$ cat src/rtl/rv_mdu.sv
// Iterative RV32M multiply/divide unit: shift-add multiply, restoring divide, sign fix in a final cycle.
// Optional macro RV_MDU_EARLY_OUT_EN shortens multiplies to the significant bits of |b|.
module rv_mdu #(
   parameter int WIDTH = 32
) (
   input  logic             clk,
   input  logic             rst,
   input  logic             start,
   input  logic [2:0]       op,
   input  logic [WIDTH-1:0] a,
   input  logic [WIDTH-1:0] b,
   output logic             busy,
   output logic             done,
   output logic [WIDTH-1:0] result
);

   localparam int CW = $clog2(WIDTH + 1);

   typedef enum logic [1:0] {S_IDLE, S_CALC, S_FIX} state_t;

   state_t               state_q, state_d;
   logic [CW-1:0]        cnt_q, cnt_d;
   logic [2:0]           op_q, op_d;
   logic                 neg_q, neg_d;
   logic                 spec_q, spec_d;
   logic [2*WIDTH-1:0]   acc_q, acc_d;
   logic [2*WIDTH-1:0]   x_q, x_d;
   logic [WIDTH-1:0]     y_q, y_d;
   logic [WIDTH-1:0]     result_q, result_d;
   logic                 done_q, done_d;

   logic                 a_signed, b_signed, sa, sb, b_zero, ovf;
   logic [WIDTH-1:0]     mag_a, mag_b;
   logic [WIDTH:0]       rem_sh, sub;
   logic                 ge;
   logic [2*WIDTH-1:0]   prod_fix;
   logic [WIDTH-1:0]     quo_fix, rem_fix;

`ifdef RV_MDU_EARLY_OUT_EN
   function automatic logic [CW-1:0] mul_iters(input logic [WIDTH-1:0] v);
      logic [CW-1:0] n;
      n = CW'(1);
      for (int i = 0; i < WIDTH; i++) begin
         if (v[i]) n = CW'(i + 1);
      end
      return n;
   endfunction
`endif

   // Operand decode; a most-negative value becomes the unsigned magnitude 2^(WIDTH-1).
   always_comb begin
      a_signed = ~(op[0] & (op[1] | op[2]));
      b_signed = (op == 3'b000) || (op == 3'b001) || (op == 3'b100) || (op == 3'b110);
      sa       = a_signed & a[WIDTH-1];
      sb       = b_signed & b[WIDTH-1];
      mag_a    = sa ? -a : a;
      mag_b    = sb ? -b : b;
      b_zero   = (b == '0);
      ovf      = op[2] & ~op[0] & (a == {1'b1, {(WIDTH-1){1'b0}}}) & (b == {WIDTH{1'b1}});
   end

   always_comb begin
      rem_sh   = {acc_q[WIDTH-1:0], x_q[WIDTH-1]};
      ge       = (rem_sh >= {1'b0, y_q});
      sub      = rem_sh - {1'b0, y_q};
      prod_fix = neg_q ? -acc_q : acc_q;
      quo_fix  = neg_q ? -x_q[WIDTH-1:0] : x_q[WIDTH-1:0];
      rem_fix  = neg_q ? -acc_q[WIDTH-1:0] : acc_q[WIDTH-1:0];
   end

   always_comb begin
      state_d  = state_q;
      cnt_d    = cnt_q;
      op_d     = op_q;
      neg_d    = neg_q;
      spec_d   = spec_q;
      acc_d    = acc_q;
      x_d      = x_q;
      y_d      = y_q;
      result_d = result_q;
      done_d   = 1'b0;
      case (state_q)
         S_IDLE: begin
            if (start) begin
               op_d   = op;
               spec_d = 1'b0;
               acc_d  = '0;
               x_d    = {{WIDTH{1'b0}}, mag_a};
               y_d    = mag_b;
               // Remainder follows the dividend; quotient and products follow the sign xor.
               neg_d  = (op[2] & op[1]) ? sa : (sa ^ sb);
               if (op[2] && b_zero) begin
                  spec_d  = 1'b1;
                  acc_d   = {{WIDTH{1'b0}}, (op[1] ? a : {WIDTH{1'b1}})};
                  state_d = S_FIX;
               end else if (ovf) begin
                  spec_d  = 1'b1;
                  acc_d   = {{WIDTH{1'b0}}, (op[1] ? {WIDTH{1'b0}} : a)};
                  state_d = S_FIX;
               end else begin
                  state_d = S_CALC;
`ifdef RV_MDU_EARLY_OUT_EN
                  cnt_d   = op[2] ? CW'(WIDTH) : mul_iters(mag_b);
`else
                  cnt_d   = CW'(WIDTH);
`endif
               end
            end
         end
         S_CALC: begin
            if (!op_q[2]) begin
               if (y_q[0]) acc_d = acc_q + x_q;
               x_d = x_q << 1;
               y_d = y_q >> 1;
            end else begin
               acc_d[WIDTH:0]   = ge ? sub : rem_sh;
               x_d[WIDTH-1:0]   = {x_q[WIDTH-2:0], ge};
            end
            cnt_d = cnt_q - CW'(1);
            if (cnt_q == CW'(1)) state_d = S_FIX;
         end
         S_FIX: begin
            if (spec_q)
               result_d = acc_q[WIDTH-1:0];
            else if (!op_q[2])
               result_d = (op_q[1:0] == 2'b00) ? prod_fix[WIDTH-1:0] : prod_fix[2*WIDTH-1:WIDTH];
            else
               result_d = op_q[1] ? rem_fix : quo_fix;
            done_d  = 1'b1;
            state_d = S_IDLE;
         end
         default: state_d = S_IDLE;
      endcase
   end

   always_ff @(posedge clk) begin
      if (rst) begin
         state_q  <= S_IDLE;
         cnt_q    <= '0;
         op_q     <= '0;
         neg_q    <= 1'b0;
         spec_q   <= 1'b0;
         acc_q    <= '0;
         x_q      <= '0;
         y_q      <= '0;
         result_q <= '0;
         done_q   <= 1'b0;
      end else begin
         state_q  <= state_d;
         cnt_q    <= cnt_d;
         op_q     <= op_d;
         neg_q    <= neg_d;
         spec_q   <= spec_d;
         acc_q    <= acc_d;
         x_q      <= x_d;
         y_q      <= y_d;
         result_q <= result_d;
         done_q   <= done_d;
      end
   end

   assign busy   = (state_q != S_IDLE);
   assign done   = done_q;
   assign result = result_q;

endmodule

$ cat config.mk
export PLATFORM = sky130hd
export DESIGN_NAME = rv_mdu
export DESIGN_NICKNAME = d
export VERILOG_FILES = /design/src/rtl/rv_mdu.sv
export SDC_FILE = /design/constraint.sdc
export NUM_CORES = 1
export LEC_CHECK = 0
export CORE_ASPECT_RATIO = 1.1
export CORE_MARGIN = 2
export CORE_UTILIZATION = 60
export CTS_CLUSTER_SIZE = 25
export DETAILED_ROUTE_END_ITERATION = 16
export PLACE_DENSITY_LB_ADDON = 0.2
export REMOVE_ABC_BUFFERS = 1
export SLEW_MARGIN = 10
export SYNTH_ARGS = -nofsm -noshare
export SYNTH_HDL_FRONTEND = slang
export SYNTH_SLANG_ARGS = --single-unit
$ cat constraint.sdc
create_clock -name clk -period 10.35 [get_ports clk]
set_input_delay 3.105 -clock clk [delete_from_list [all_inputs] [get_ports clk]]
set_output_delay 3.105 -clock clk [all_outputs]
set_load 0.01 [all_outputs]
==> impl_metrics.toml <==
[clock_tree]
clock_tree.buffer_depth = 3
clkTransAtPathRegs_ns = 0.06
root_buffer = "clkbuf_16"
insertion_delay_ns = 0.56
cts_resized = 0
cts_sinks = 206
cts_hold_buf = 0
cts_tree = "done"
post_cts_buffers = 0
cts_made_buffers = 25
htree_levels = 1

[route]
dr.pass1.iters = 6
viasPerCell = 6.73
drt_iter0_markers = 2316
drt_wl_total_mm = 67.2
wire_per_inst_um = 22.5
ant_nets = 0
drcViolationCount = 0
vias = 20100

[critical_path]
crit_type = "primary input to flip-flop"
r2r-start = "acc_q[13]"
r2r_slack_ns = 6.00
crit_required_ns = 10.83
cp.arrival_ns = 7.02
crit_slowest_cell = "o21a_1"
cp-start-kind = "primary input"
critPathTopFamily = "simple AND/OR/NAND/NOR gates"
path_buf_inv = 1
path_max_fanout = 30
reg2reg_depth = 9
reg2reg_to = "result[31]"
cp_slowest_stage_delay_ns = 0.82
crit_chain = "clkdlybuf4s50_1 > nor4_1 > nand3b_1 > nor3_1 > nand3_1 > nor3_1 > o21a_1 > o21ai_0 > o221ai_1 > nor2_1 > nor3_1"
crit_cells = 11
cp-end-kind = "flip-flop"
cpMostUsedCell = "nor3_1"

[floorplan]
rows = 67
initial_core_util = 0.608
ios = 104
die_area_um2 = 32300
die_h_um = 188
die_w_um = 171
core_um2 = 30400

[power]
leakage_nw = 8.00
vdd_drop_max_uv = 194
p_per_area_nw_per_um2 = 166

[min_path]
hold_class = "flip-flop to flip-flop"
hold_depth = 2
min-delay-start = "result[13]"
hold_end = "result[13]"

[global_route]
antenna_found_initial = 0
grt_max_degree = 71
grt_pass1_vias = 18800
grt_use_total = 0.408
overflow = 0
grt_pass1_wl_mm = 104

[outcome]
status = "completed"

[timing]
fin_setup_tns_ns = 0
worst_slew_pin_slew_ns = 1.03
max_freq_ghz = 0.153
period_share = 0.632
hold_viol = 0
period_needed_ns = 6.54
slew_headroom = 0.314
setup_viol = 0
rsz0062_at_grt = "no"
slew_viol_final = 0
fin_skew_ns = 0.0193

[synthesis]
yosysTopAreaCellShare = 0.223
synth.distinct_cells = 78
ys_ff_latch = 206
yosys.area_share.xor_xnor = 0.107
muxShareOfSynthArea = 0.00954
synth_top_family_by_area = "compound AO/OA/AOI/OAI gates"
synth_ff_type = "dfxtp_1"
avgSynthCellArea_um2 = 7.18
synth_area_leaders = "dfxtp_1 (22%), ha_1 (6.9%), a21oi_1 (6.2%)"
syn-cell-area_um2 = 18500
synth_seq_area_share = 0.223
synth_simple_gate_area_share = 0.217
yosys_warnings = 0
synth_edf_count = 0
yosysTopAreaCell = "dfxtp_1"
synthAdderAreaFrac = 0.0711
synth_compound_area_frac = 0.320
synthCells = 2575
synthArstFlopShare = 0

[layout]
utilization = 0.676
drive_gt1_frac = 0.0489
layout.nets = 2734
finalInstanceArea_um2 = 20600
synthToLayoutAreaGrowth_pct = 11.2
antenna-diode-count = 0

[placement]
place_congestion = 1.03
hpwl_mm = 50.5
placed_area_um2 = 19700
io_buffer_count = 103

[run]
cap_violations = 0
-- sequential cells by signal, summed over array words and instances (netlist names) --
register  count
acc_q        64
cnt_q         6
done          1
neg_q         1
op_q          3
result       32
spec_q        1
state_q       2
x_q          64
y_q          32
-- cell usage in the layout, fill, tap and decap left out, types with 8 or more instances in the layout --
cell,count
a211oi_1,62
a21o_1,75
a21oi_1,230
a221oi_1,8
a22oi_1,69
a311oi_1,18
a31oi_1,25
and2_1,10
and3_1,17
buf_4,29
clkbuf_16,25
clkdlybuf4s50_1,102
dfxtp_1,203
ha_1,102
inv_1,78
mux2i_1,12
nand2_1,253
nand2b_1,20
nand3_1,50
nand3b_1,23
nand4_1,36
nor2_1,253
nor2b_1,13
nor3_1,75
nor4_1,19
o211ai_1,46
o21a_1,20
o21ai_0,204
o21bai_1,15
o221ai_1,14
o22ai_1,15
o31ai_1,42
o41ai_1,20
or2_2,17
or3_1,11
or4_1,23
xnor2_1,127
xor2_1,100
-- area by class of cell --
class,count,area [um2]
fillers,2718,9870
repair buffers,132,1250
clock inverters,15,194
flip-flops and latches,206,4130
multi-input cells,2116,13500
inverters,79,297
clock buffers,31,708
well taps,414,518
-- synth_stat cells, types with 36 or more instances --
| cell | instances |
|---|---|
| a22oi_1 | 69 |
| dfxtp_1 | 206 |
| o21ai_0 | 204 |
| o211ai_1 | 46 |
| nand2_1 | 254 |
| nor2_1 | 258 |
| clkbuf_1 | 155 |
| xnor2_1 | 127 |
| inv_1 | 78 |
| a21oi_1 | 230 |
| xor2_1 | 100 |
| o31ai_1 | 42 |
| nor3_1 | 76 |
| ha_1 | 102 |
| a211oi_1 | 62 |
| nand4_1 | 36 |
| a21o_1 | 75 |
| nand3_1 | 50 |
-- routing by layer --
layer / track usage / wire length (um)
met5: 0 / 0
met4: 0.255 / 4910
met3: 0.0608 / 6200
met2: 0.652 / 29700
met1: 0.513 / 26400
-- power by group --
group	switching (W)	internal [W]	leakage (nW)
sequential	0.000135	0.000854	1.68
combinational	0.000918	0.000537	5.88
clock	0.000391	0.000586	0.441
-- worst max-delay path by stage --
stage,from,to,slack (ns)
2_1_floorplan,start,acc_q[35],3.43
3_3_place_gp,b[13],acc_q[16],3.52
3_5_place_dp,b[13],acc_q[23],3.45
4_1_cts,a[3],acc_q[16],4.01
5_1_grt,b[9],acc_q[19],3.43
6_report,a[3],acc_q[11],3.81
-- worst min-delay path, stage by stage (launching register included) --
cell and delay (ns):
dfxtp_1 0.30, nand2_1 0.05, a21oi_1 0.05
-- metrics by stage --
step | hold slack, ns | cells | worst slack, ns | power [W]
6_report | 0.448 | 2993 | 3.81 | 0.00342
5_1_grt | 0.476 | 2993 | 3.43 | 0.00358
4_1_cts | 0.452 | 2993 | 4.01 | 0.00338
3_5_place_dp | 0.446 | 2947 | 3.45 | 0.00241
3_3_place_gp | 0.439 | 2947 | 3.52 | 0.00238
2_1_floorplan | 0.452 | 2401 | 3.43 | 0.00196
-- kinds of logic after synthesis --
logic type               after synthesis
AO/OA/AOI/OAI                        918
AND/OR/NAND/NOR                      852
buffers and inverters                253
XOR/XNOR                             227
flip-flops                           206
adder cells (fa/ha/maj)              104
multiplexers                          15
Power figures use the tool's default switching activity.
